===== src/rtl/vx_sau_feeder_pkg.sv =====
// Purpose : shared types and sizing helpers for the systolic-array feeder.
// Latency : n/a (package).
// Backpressure : n/a (package).
// Contents: feeder FSM state enum and the counter-width helper.
package VX_sau_pkg;

  typedef enum logic [1:0] {
    ST_IDLE  = 2'd0,
    ST_LOAD  = 2'd1,
    ST_FEED  = 2'd2,
    ST_DRAIN = 2'd3
  } sau_state_e;

  // One counter serves as row index (0..N-1), FEED time (0..2N-2) and
  // DRAIN time (0..N-1), so it must hold values up to 2N-2.
  function automatic int sau_cnt_w(input int n);
    return $clog2(2 * n);
  endfunction

endpackage


===== src/rtl/vx_sau_feeder_diag_sel.sv =====
// Purpose : per-lane diagonal selector, lane K picks A[K][t-K] and B[t-K][K], else zero.
// Latency : combinational.
// Backpressure : none, pure function of its inputs.
// Ports: a_mat/b_mat  flat N x N matrices, element (r,c) at bits (r*N+c)*DW;
//        t            current wavefront index;
//        a_lane/b_lane selected element for lane K.
module VX_sau_diag_sel
  import VX_sau_pkg::*;
#(
  parameter int N  = 3,
  parameter int DW = 8,
  parameter int K  = 0,
  parameter int CW = sau_cnt_w(N)
) (
  input  logic [N*N*DW-1:0] a_mat,
  input  logic [N*N*DW-1:0] b_mat,
  input  logic [CW-1:0]     t,
  output logic [DW-1:0]     a_lane,
  output logic [DW-1:0]     b_lane
);

  // Scanning c with constant indices keeps the mux structure static: lane K
  // is non-zero only when t == K + c for some in-range column c.
  always_comb begin
    a_lane = '0;
    b_lane = '0;
    for (int c = 0; c < N; c++) begin
      if (int'(t) == K + c) begin
        a_lane = a_mat[(K*N + c)*DW +: DW];
        b_lane = b_mat[(c*N + K)*DW +: DW];
      end
    end
  end

endmodule


===== src/rtl/vx_sau_feeder.sv =====
// Purpose : loads N row pairs of A/B, then feeds skewed wavefronts to a systolic array.
// Latency : FEED starts the cycle after the N-th beat; 2N-1 FEED + N DRAIN cycles, then done.
// Backpressure : load_ready high only in IDLE/LOAD; load_valid pauses stall loading without loss.
// Ports: clk/reset (sync, active-high); load_valid/load_ready/load_row_a/load_row_b row
//        handshake; in_a/in_b/feed_valid wavefront output; busy, done status.
// Optional: define SAU_FEEDER_PERF_EN to add perf_busy_cycles (32-bit occupancy counter).
module vx_sau_feeder
  import VX_sau_pkg::*;
#(
  parameter int MATRIX_SIZE = 3,
  parameter int DATA_SIZE   = 8
) (
  input  logic                             clk,
  input  logic                             reset,
  input  logic                             load_valid,
  output logic                             load_ready,
  input  logic [MATRIX_SIZE*DATA_SIZE-1:0] load_row_a,
  input  logic [MATRIX_SIZE*DATA_SIZE-1:0] load_row_b,
  output logic [MATRIX_SIZE*DATA_SIZE-1:0] in_a,
  output logic [MATRIX_SIZE*DATA_SIZE-1:0] in_b,
  output logic                             feed_valid,
  output logic                             busy,
  output logic                             done
`ifdef SAU_FEEDER_PERF_EN
  ,
  output logic [31:0]                      perf_busy_cycles
`endif
);

  localparam int N  = MATRIX_SIZE;
  localparam int DW = DATA_SIZE;
  localparam int RW = N * DW;
  localparam int MW = N * N * DW;
  localparam int CW = sau_cnt_w(N);

  localparam logic [CW-1:0] LAST_ROW = CW'(N - 1);
  localparam logic [CW-1:0] T_LAST   = CW'(2 * N - 2);

  sau_state_e    st_q, st_d;
  logic [CW-1:0] row_q, row_d;
  logic [CW-1:0] t_q, t_d;
  logic [MW-1:0] a_q, a_d;
  logic [MW-1:0] b_q, b_d;
  logic [RW-1:0] in_a_q, in_a_d;
  logic [RW-1:0] in_b_q, in_b_d;
  logic          feed_valid_q, feed_valid_d;
  logic          busy_q, busy_d;
  logic          done_q, done_d;

  logic [RW-1:0] sel_a, sel_b;
  logic          load_fire;

  assign load_ready = (st_q == ST_IDLE) || (st_q == ST_LOAD);
  assign load_fire  = load_valid && load_ready;

  // Next state, counters and row storage.
  always_comb begin
    st_d  = st_q;
    row_d = row_q;
    t_d   = t_q;
    a_d   = a_q;
    b_d   = b_q;

    if (load_fire) begin
      for (int r = 0; r < N; r++) begin
        if (row_q == CW'(r)) begin
          a_d[r*RW +: RW] = load_row_a;
          b_d[r*RW +: RW] = load_row_b;
        end
      end
    end

    case (st_q)
      ST_IDLE: begin
        if (load_fire) begin
          st_d  = ST_LOAD;
          row_d = row_q + 1'b1;
        end
      end
      ST_LOAD: begin
        if (load_fire) begin
          if (row_q == LAST_ROW) begin
            st_d  = ST_FEED;
            row_d = '0;
            t_d   = '0;
          end else begin
            row_d = row_q + 1'b1;
          end
        end
      end
      ST_FEED: begin
        if (t_q == T_LAST) begin
          st_d = ST_DRAIN;
          t_d  = '0;
        end else begin
          t_d = t_q + 1'b1;
        end
      end
      ST_DRAIN: begin
        if (t_q == LAST_ROW) begin
          st_d  = ST_IDLE;
          t_d   = '0;
          row_d = '0;
        end else begin
          t_d = t_q + 1'b1;
        end
      end
      default: begin
        st_d  = ST_IDLE;
        row_d = '0;
        t_d   = '0;
      end
    endcase
  end

  // Lanes look at next-cycle matrix and time so the registered outputs line
  // up with FEED t, including the last row written on the FEED-entry edge.
  for (genvar k = 0; k < N; k++) begin : g_lane
    VX_sau_diag_sel #(
      .N  (N),
      .DW (DW),
      .K  (k),
      .CW (CW)
    ) u_sel (
      .a_mat  (a_d),
      .b_mat  (b_d),
      .t      (t_d),
      .a_lane (sel_a[k*DW +: DW]),
      .b_lane (sel_b[k*DW +: DW])
    );
  end

  always_comb begin
    feed_valid_d = (st_d == ST_FEED);
    busy_d       = (st_d != ST_IDLE);
    done_d       = (st_q == ST_DRAIN) && (st_d == ST_IDLE);
    in_a_d       = feed_valid_d ? sel_a : '0;
    in_b_d       = feed_valid_d ? sel_b : '0;
  end

  always_ff @(posedge clk) begin
    if (reset) begin
      st_q         <= ST_IDLE;
      row_q        <= '0;
      t_q          <= '0;
      in_a_q       <= '0;
      in_b_q       <= '0;
      feed_valid_q <= 1'b0;
      busy_q       <= 1'b0;
      done_q       <= 1'b0;
    end else begin
      st_q         <= st_d;
      row_q        <= row_d;
      t_q          <= t_d;
      in_a_q       <= in_a_d;
      in_b_q       <= in_b_d;
      feed_valid_q <= feed_valid_d;
      busy_q       <= busy_d;
      done_q       <= done_d;
    end
  end

  // Matrix contents are don't-care after reset, so storage has no reset.
  always_ff @(posedge clk) begin
    a_q <= a_d;
    b_q <= b_d;
  end

  assign in_a       = in_a_q;
  assign in_b       = in_b_q;
  assign feed_valid = feed_valid_q;
  assign busy       = busy_q;
  assign done       = done_q;

`ifdef SAU_FEEDER_PERF_EN
  // Occupancy includes the cycle the first beat is accepted from IDLE, so a
  // back-to-back operation counts N load + 2N-1 feed + N drain cycles.
  logic [31:0] perf_q, perf_d;

  always_comb begin
    perf_d = perf_q;
    if ((st_q != ST_IDLE) || load_fire) begin
      perf_d = perf_q + 32'd1;
    end
  end

  always_ff @(posedge clk) begin
    if (reset) begin
      perf_q <= '0;
    end else begin
      perf_q <= perf_d;
    end
  end

  assign perf_busy_cycles = perf_q;
`endif

endmodule


===== config.mk =====
export PLATFORM = sky130hd
export DESIGN_NAME = vx_sau_feeder
export DESIGN_NICKNAME = d
export VERILOG_FILES = /design/src/rtl/vx_sau_feeder_pkg.sv /design/src/rtl/vx_sau_feeder_diag_sel.sv /design/src/rtl/vx_sau_feeder.sv
export SDC_FILE = /design/constraint.sdc
export NUM_CORES = 1
export LEC_CHECK = 0
export ABC_AREA = 1
export CORE_MARGIN = 4
export CORE_UTILIZATION = 34
export DETAILED_ROUTE_END_ITERATION = 6
export GPL_TIMING_DRIVEN = 0
export MAX_ROUTING_LAYER = met4
export SETUP_SLACK_MARGIN = 0.2
export SLEW_MARGIN = 20
export SYNTH_ARGS = -nofsm -noshare
export SYNTH_HDL_FRONTEND = slang
export SYNTH_HIERARCHICAL = 1
export SYNTH_SLANG_ARGS = --single-unit

===== constraint.sdc =====
create_clock -name clk -period 3.45 [get_ports clk]
set_input_delay 0.8625 -clock clk [delete_from_list [all_inputs] [get_ports clk]]
set_output_delay 0.8625 -clock clk [all_outputs]
set_load 0.02 [all_outputs]

---- Word-level counts from Yosys, hierarchy flattened ----
Index checks and enable logic that the tools add are counted.
storage, ports and cells
  output and inout port bits .............. 52
  logic and storage cells ................. 81
  register bits ........................... 203
operators by class
  reduce and logical (&&, ||, !) cells .... 11
  multiplexer cells ....................... 42
  add/sub/neg operators ................... 2
  equality and inequality tests ........... 15
  bitwise gates (word level) .............. 1
operators with widths
  cell                 count
  $mux 24              6
  $mux 72              2
  $mux 8               18
  $mux 3               8
  $pmux 3 s3           2
  $eq 3x3->1 const B   4
  $mux 2               5
  $eq 3x2->1 const B   3
  $pmux 2 s4           1
  $add 3x1->3 const B  2
  $eq 2x2->1 const B   3
  $logic_not 3->1      2
  $ne 2x2->1 const B   3
  $logic_not 2->1      2
  $reduce_and 4->1     1
  $eq 3x1->1 const B   1
  $reduce_bool 3->1    1
  $eq 2x1->1 const B   1
  $logic_and 1x1->1    2
  $reduce_bool 2->1    1
  $reduce_or 2->1      1
  $logic_or 1x1->1     1
  $not 1->1            1

---- Depth between registers and ports, before layout ----
  word-level depth ........................ 9
  mapped depth ............................ 15
  gate-level depth less buffers ........... 14

---- Hierarchy ----
The synthesis kept the hierarchy.
modules (own cells, without submodules)
  module                             area an instance (um^2)  times used  sequential area each (um^2)  cells each
  vx_sau_feeder                      6577.6                   1           4063.9                       757
  VX_sau_diag_sel (g_lane[2].u_sel)  629.4                    1           0.0                          80
  VX_sau_diag_sel (g_lane[1].u_sel)  540.5                    1           0.0                          83
  VX_sau_diag_sel (g_lane[0].u_sel)  470.5                    1           0.0                          78

---- Worst setup path after synthesis ----
Ideal clock, no wire load.
  kind .................................... input -> register
  start point ............................. input load_valid
  end point ............................... register in_a_q[16], in the netlist in_a[16]
  data required time ...................... 3.336 ns
  path buffers ............................ 2
  stages on the path ...................... 12
  slack ................................... 1.113 ns
  setup time .............................. 0.114 ns
  data arrival time ....................... 2.224 ns
  path through ............................ inv_1 -> nor2_8 -> nand3_2 -> nand3_1 -> nand2_1 -> buf_4 -> inv_4 -> buf_6 -> nand4_1 -> nand3_2 -> inv_1 -> nor2_4
between the ends
  cells in the longest elaborated chain, start to end .. 7
  elaborated cells between the ends (all ways) .. 16
ends and longest elaborated chain
  item                    line                          text
  start: declaration      vx_sau_feeder.sv:15           input logic load_valid,
  $logic_and 1x1->1 (*)   vx_sau_feeder.sv:54           assign load_fire = load_valid && load_ready;
  $mux 3 (*)              vx_sau_feeder.sv:81           if (load_fire) begin
  $pmux 3 s3 (*)          vx_sau_feeder.sv:73           case (st_q)
  via t_d[2]              vx_sau_feeder.sv:41           logic [CW-1:0] t_q, t_d;
  $eq 3x3->1              vx_sau_feeder_diag_sel.sv:28  if (int'(t) == K + c) begin
  $mux 8 (2 in series)    vx_sau_feeder_diag_sel.sv:28
  $mux 8 (*)              vx_sau_feeder_diag_sel.sv:28
  via sel_a[16]           vx_sau_feeder.sv:50           logic [RW-1:0] sel_a, sel_b;
  end signal: assignment  vx_sau_feeder.sv:155          in_a_q <= in_a_d;
  end: declaration        vx_sau_feeder.sv:44           logic [RW-1:0] in_a_q, in_a_d;
The timed path passes the listed nets; every way through them passes the cells marked *.
A chain may end at the register's enable or synchronous reset.

---- Worst setup path after layout ----
  start point ............................. input load_valid
  end point ............................... register in_a_q[14], in the netlist in_a[14]
between the ends
  cells in the longest elaborated chain, start to end .. 7
  elaborated cells between the ends (all ways) .. 16
ends and longest elaborated chain
  item                   line
  $logic_and 1x1->1 (*)  vx_sau_feeder.sv:54
  $mux 3 (*)             vx_sau_feeder.sv:81
  $pmux 3 s3 (*)         vx_sau_feeder.sv:73
  via t_d[2]             vx_sau_feeder.sv:41
  $eq 3x2->1             vx_sau_feeder_diag_sel.sv:28
  $mux 8 (2 in series)   vx_sau_feeder_diag_sel.sv:28
  $mux 8 (*)             vx_sau_feeder_diag_sel.sv:28
  via sel_a[14]          vx_sau_feeder.sv:50
Marks and branches as above.

==> impl_summary.txt <==
----------------------------------------------------
[Floorplan]
  Vert. Die Dim ... approximately 160 um
  DIE AREA ... around 27,000 um^2
  Core footprint ... around 24,000 um^2
  Width of the die ... ~160 um
  Starting density of the core ... around a third
  Row cnt ... 56
  Number of ports placed on the die boundary ... 103

[Power and ir drop]
  Proportion of power drawn by combinational gates ... roughly 14%
  Net switching power ... roughly 1.7 mW
  Final Total Pwr ... 6.42 mW
  Leak Pwr ... 4.41 nW
  Clock share of power ... about two fifths
  PwrDens ... ~620 nW/um^2
  Max IR drop VDD ... ~0.35 mV
  Cell internal power dissipation ... ~4.7 mW
  Proportion of power drawn by flip-flops and latches ... 46.5%
  Net Sw Frac ... between 20% and 30%

[Detailed routing]
  Final antenna-violating net count ... 0
  Routed wire length ... about 24 mm
  Wire length per cell after detailed routing ... around 17 um
  DR iter-0 viols ... between 500 and 600
  Remaining DRCs ... 0
  Count of TritonRoute iterations in the first routing pass ... 5
  Routed vias/inst ... 4.89
  Total number of vias ... around 7,200

[Timing]
  Hold Violations, Final ... 0
  Min Tclk post-route ... 2.73 ns
  Worst slew margin relative to its limit ... between 60% and 70%
  Setup-failing EPs final ... 0
  Total negative setup slack ... 0 ns
  Fmax ... between 300 and 400 MHz
  Smallest hold slack ... around 0.47 ns
  Pin slew with the least headroom to its limit ... approximately 0.57 ns
  Worst Slack Setup Final ... between 0.7 and 0.8 ns
  Final worst-path cycle share ... between 70% and 80%
  Setup repair after global routing missed its margin ... false
  Final-report max-slew violation count ... 0
  Fin Clk Skew ... between 0.01 and 0.015 ns

[Layout]
  Share of cells above drive strength 1 ... 13.3%
  # diodes ... 0
  Non-filler cells in the finished layout ... between 1,000 and 1,500
  Most common cell after layout, fill and taps aside ... sky130_fd_sc_hd__dfxtp_1
  Post-layout net count ... about 1,200
  Commonest cells after routing, fill and taps aside ... sky130_fd_sc_hd__dfxtp_1, sky130_fd_sc_hd__nand2_1, sky130_fd_sc_hd__o21ai_0
  Filler cell count in the final layout ... approximately 2,400
  Area growth, synth to finish ... 26.9%

[Run status]
  Status ... completed

[Critical path]
  Worst EP required ... roughly 3.9 ns
  Cells traversed along the worst timing path ... clkdlybuf4s50_1 -> inv_1 -> nor2_8 -> nand3_2 -> nand3_1 -> nand2_1 -> nor2_4 -> buf_6 -> nand3_2 -> nand3_1 -> inv_1 -> nor2_4
  Peak per-stage delay on the critical path ... ~0.46 ns
  Start of the worst register-to-register path ... row_q[0]
  Type of origin of the critical path ... primary input
  Buf/Inv on CP ... 4
  Top Family by Delay on Critical Path ... simple AND/OR/NAND/NOR gates
  RR Endpoint ... in_a[14]
  Endpoint kind of the worst setup timing path ... flop
  Data arrival time of the critical path ... 3.18 ns
  Worst-path cell with the longest stage delay ... sky130_fd_sc_hd__clkdlybuf4s50_1
  Worst reg-to-reg path cell count ... 13
  Crit path max fanout ... 10
  Crit Path Category ... in -> reg
  Register-to-register setup slack ... ~0.85 ns

[Synthesis]
  Average size of a mapped cell ... just over 8 um^2
  Netlist area before placement ... approximately 8200 um^2
  Synthesis-stage register bit count ... roughly 200
  Fraction of registers with async set or reset after synthesis ... 0%
  Post-synthesis instance total ... 998
  Distinct cells, synth ... 26
  Number of synthesis warnings ... 6
  Mapped Nets ... around 1,100
  Number of enable flip-flop cells after synthesis ... 0
  Part of the Yosys area used for sequential elements ... ~49%
  Commonest register cell after synthesis ... sky130_fd_sc_hd__dfxtp_1

[Clock network]
  Clk Tree Root Cell ... sky130_fd_sc_hd__clkbuf_16
  H-tree levels ... 1
  Number of post-CTS setup repair buffers ... 0
  Clock sink count ... 203
  Clk_lat worst skew ... 0.51 ns
  Clock buffer count from CTS ... 24
  Buffer levels on the longest clock path ... 3
  TritonCTS clock tree ... yes
  Hold-fix buffer count after cts ... 0
  Clock transition at the register clock pins on the worst setup and hold paths after CTS ... 0.06 ns
  Number of gates given a new drive strength after cts ... 0

[Hold path]
  Hold worst-path end ... b_q[17]
  Start point of the worst hold path ... b_q[17]
  Min-delay worst type ... reg -> reg
  Depth of the worst hold-timing path ... 2

[Global route]
  Global-route wire length before repair ... 37.6 mm
  Aggregate global routing overflow ... 0
  Vias in the first global route ... about 6,800
  Number of antenna violations at the first check in global routing ... 0
  Global-route total usage across every layer ... between 10% and 20%
  Pin count of the biggest net entering global routing ... 13

[Placement]
  Instance count after placement with tap cells included ... approximately 1,400
  Count of input and output buffers ... slightly above 100
  Placer congestion estimate ... roughly 0.87
  Post-detailed-placement half-perimeter wirelength ... 17.3 mm
  Post-placement worst setup slack ... about 0.21 ns

[Run]
  # Max-Cap Violations ... 0

----------------------------------------------------
how the worst max path moves through the flow:
| stage | to | slack (ns) | cells past startpoint | startpoint |
|---|---|---|---|---|
| global route | in_a[14] | 0.58 | 12 | load_valid |
| global placement | in_a[14] | 0.24 | 12 | load_valid |
| CTS | in_a[14] | 0.74 | 12 | load_valid |
| floorplan | in_a[16] | 1.11 | 12 | load_valid |
| detailed placement | in_a[14] | 0.21 | 12 | load_valid |
| finish | in_a[14] | 0.72 | 12 | load_valid |
power groups by stage:
stage / Clock [mW] / Sequential, mW / Combinational (mW)
floorplan: 0 / 3.00 / 0.651
global placement: 0 / 3.02 / 0.895
detailed placement: 0 / 3.03 / 0.922
CTS: 2.55 / 2.99 / 0.929
global route: 2.65 / 3.02 / 1.06
finish: 2.50 / 2.99 / 0.933
cell type report:
type / instances / area [um^2] / area share, %
Sequential cell: 203 / 4060 / 39.0
Clock inverter: 5 / 53.8 / 0.516
Buffer: 72 / 505 / 4.85
Timing Repair Buffer: 102 / 1020 / 9.79
Multi-Input combinational cell: 603 / 3190 / 30.6
Tap cell: 319 / 399 / 3.83
Inverter: 120 / 455 / 4.37
Clock buffer: 38 / 734 / 7.04
synth_stat cells, types with 3 or more instances:
| library cell | count | area, um^2 |
|---|---|---|
| sky130_fd_sc_hd__buf_4 | 12 | 90.1 |
| sky130_fd_sc_hd__nor2_1 | 46 | 173 |
| sky130_fd_sc_hd__clkbuf_1 | 15 | 56.3 |
| sky130_fd_sc_hd__buf_6 | 16 | 180 |
| sky130_fd_sc_hd__dfxtp_1 | 203 | 4060 |
| sky130_fd_sc_hd__inv_2 | 5 | 18.8 |
| sky130_fd_sc_hd__nand3_2 | 35 | 350 |
| sky130_fd_sc_hd__buf_2 | 26 | 130 |
| sky130_fd_sc_hd__ha_1 | 7 | 87.6 |
| sky130_fd_sc_hd__o21ai_0 | 146 | 731 |
| sky130_fd_sc_hd__nor2_8 | 3 | 60.1 |
| sky130_fd_sc_hd__nand4_1 | 79 | 494 |
| sky130_fd_sc_hd__a21oi_1 | 5 | 25.0 |
| sky130_fd_sc_hd__inv_1 | 113 | 424 |
| sky130_fd_sc_hd__nand3_1 | 90 | 450 |
| sky130_fd_sc_hd__nand2_1 | 176 | 661 |
| sky130_fd_sc_hd__nor2_4 | 10 | 113 |
flip-flops by register name, summed over array words and instances (netlist names):
signal,count
st_q,2
a_q,72
b_q,72
busy,1
feed_valid,1
done,1
in_a,24
in_b,24
t_q,3
row_q,3
routing by layer:
metal	vias up	share of wire, %	track usage [%]	wire length [um]
li1	3562	-	-	-
met1	3336	46	24.5	11100
met2	219	46	28.8	11100
met3	35	5.9	2.78	1430
met4	0	2.2	4.96	538
met5	-	0	-	0
tightest hold or removal path, stage by stage (launching register included):
cell                      delay, ns
sky130_fd_sc_hd__dfxtp_1       0.30
sky130_fd_sc_hd__nand2_1       0.04
sky130_fd_sc_hd__o21ai_0       0.08
through the flow:
step | util (%) | cell area [um^2]
2_1_floorplan | - | 8220
3_3_place_gp | 40.8 | 9640
3_5_place_dp | 40.8 | 9640
4_1_cts | 44.2 | 10400
5_1_grt | 44.2 | 10400
6_report | 44.2 | 10400
cells by family after synthesis:
logic type / Yosys count / synth area share (%)
AO/OA/AOI/OAI: 153 / 9.47
AND/OR/NAND/NOR: 443 / 28.3
buffers and inverters: 192 / 11.7
flip-flops: 203 / 49.5
adder cells (fa/ha/maj): 7 / 1.07
Note: power is estimated with default switching activity, not from simulation.
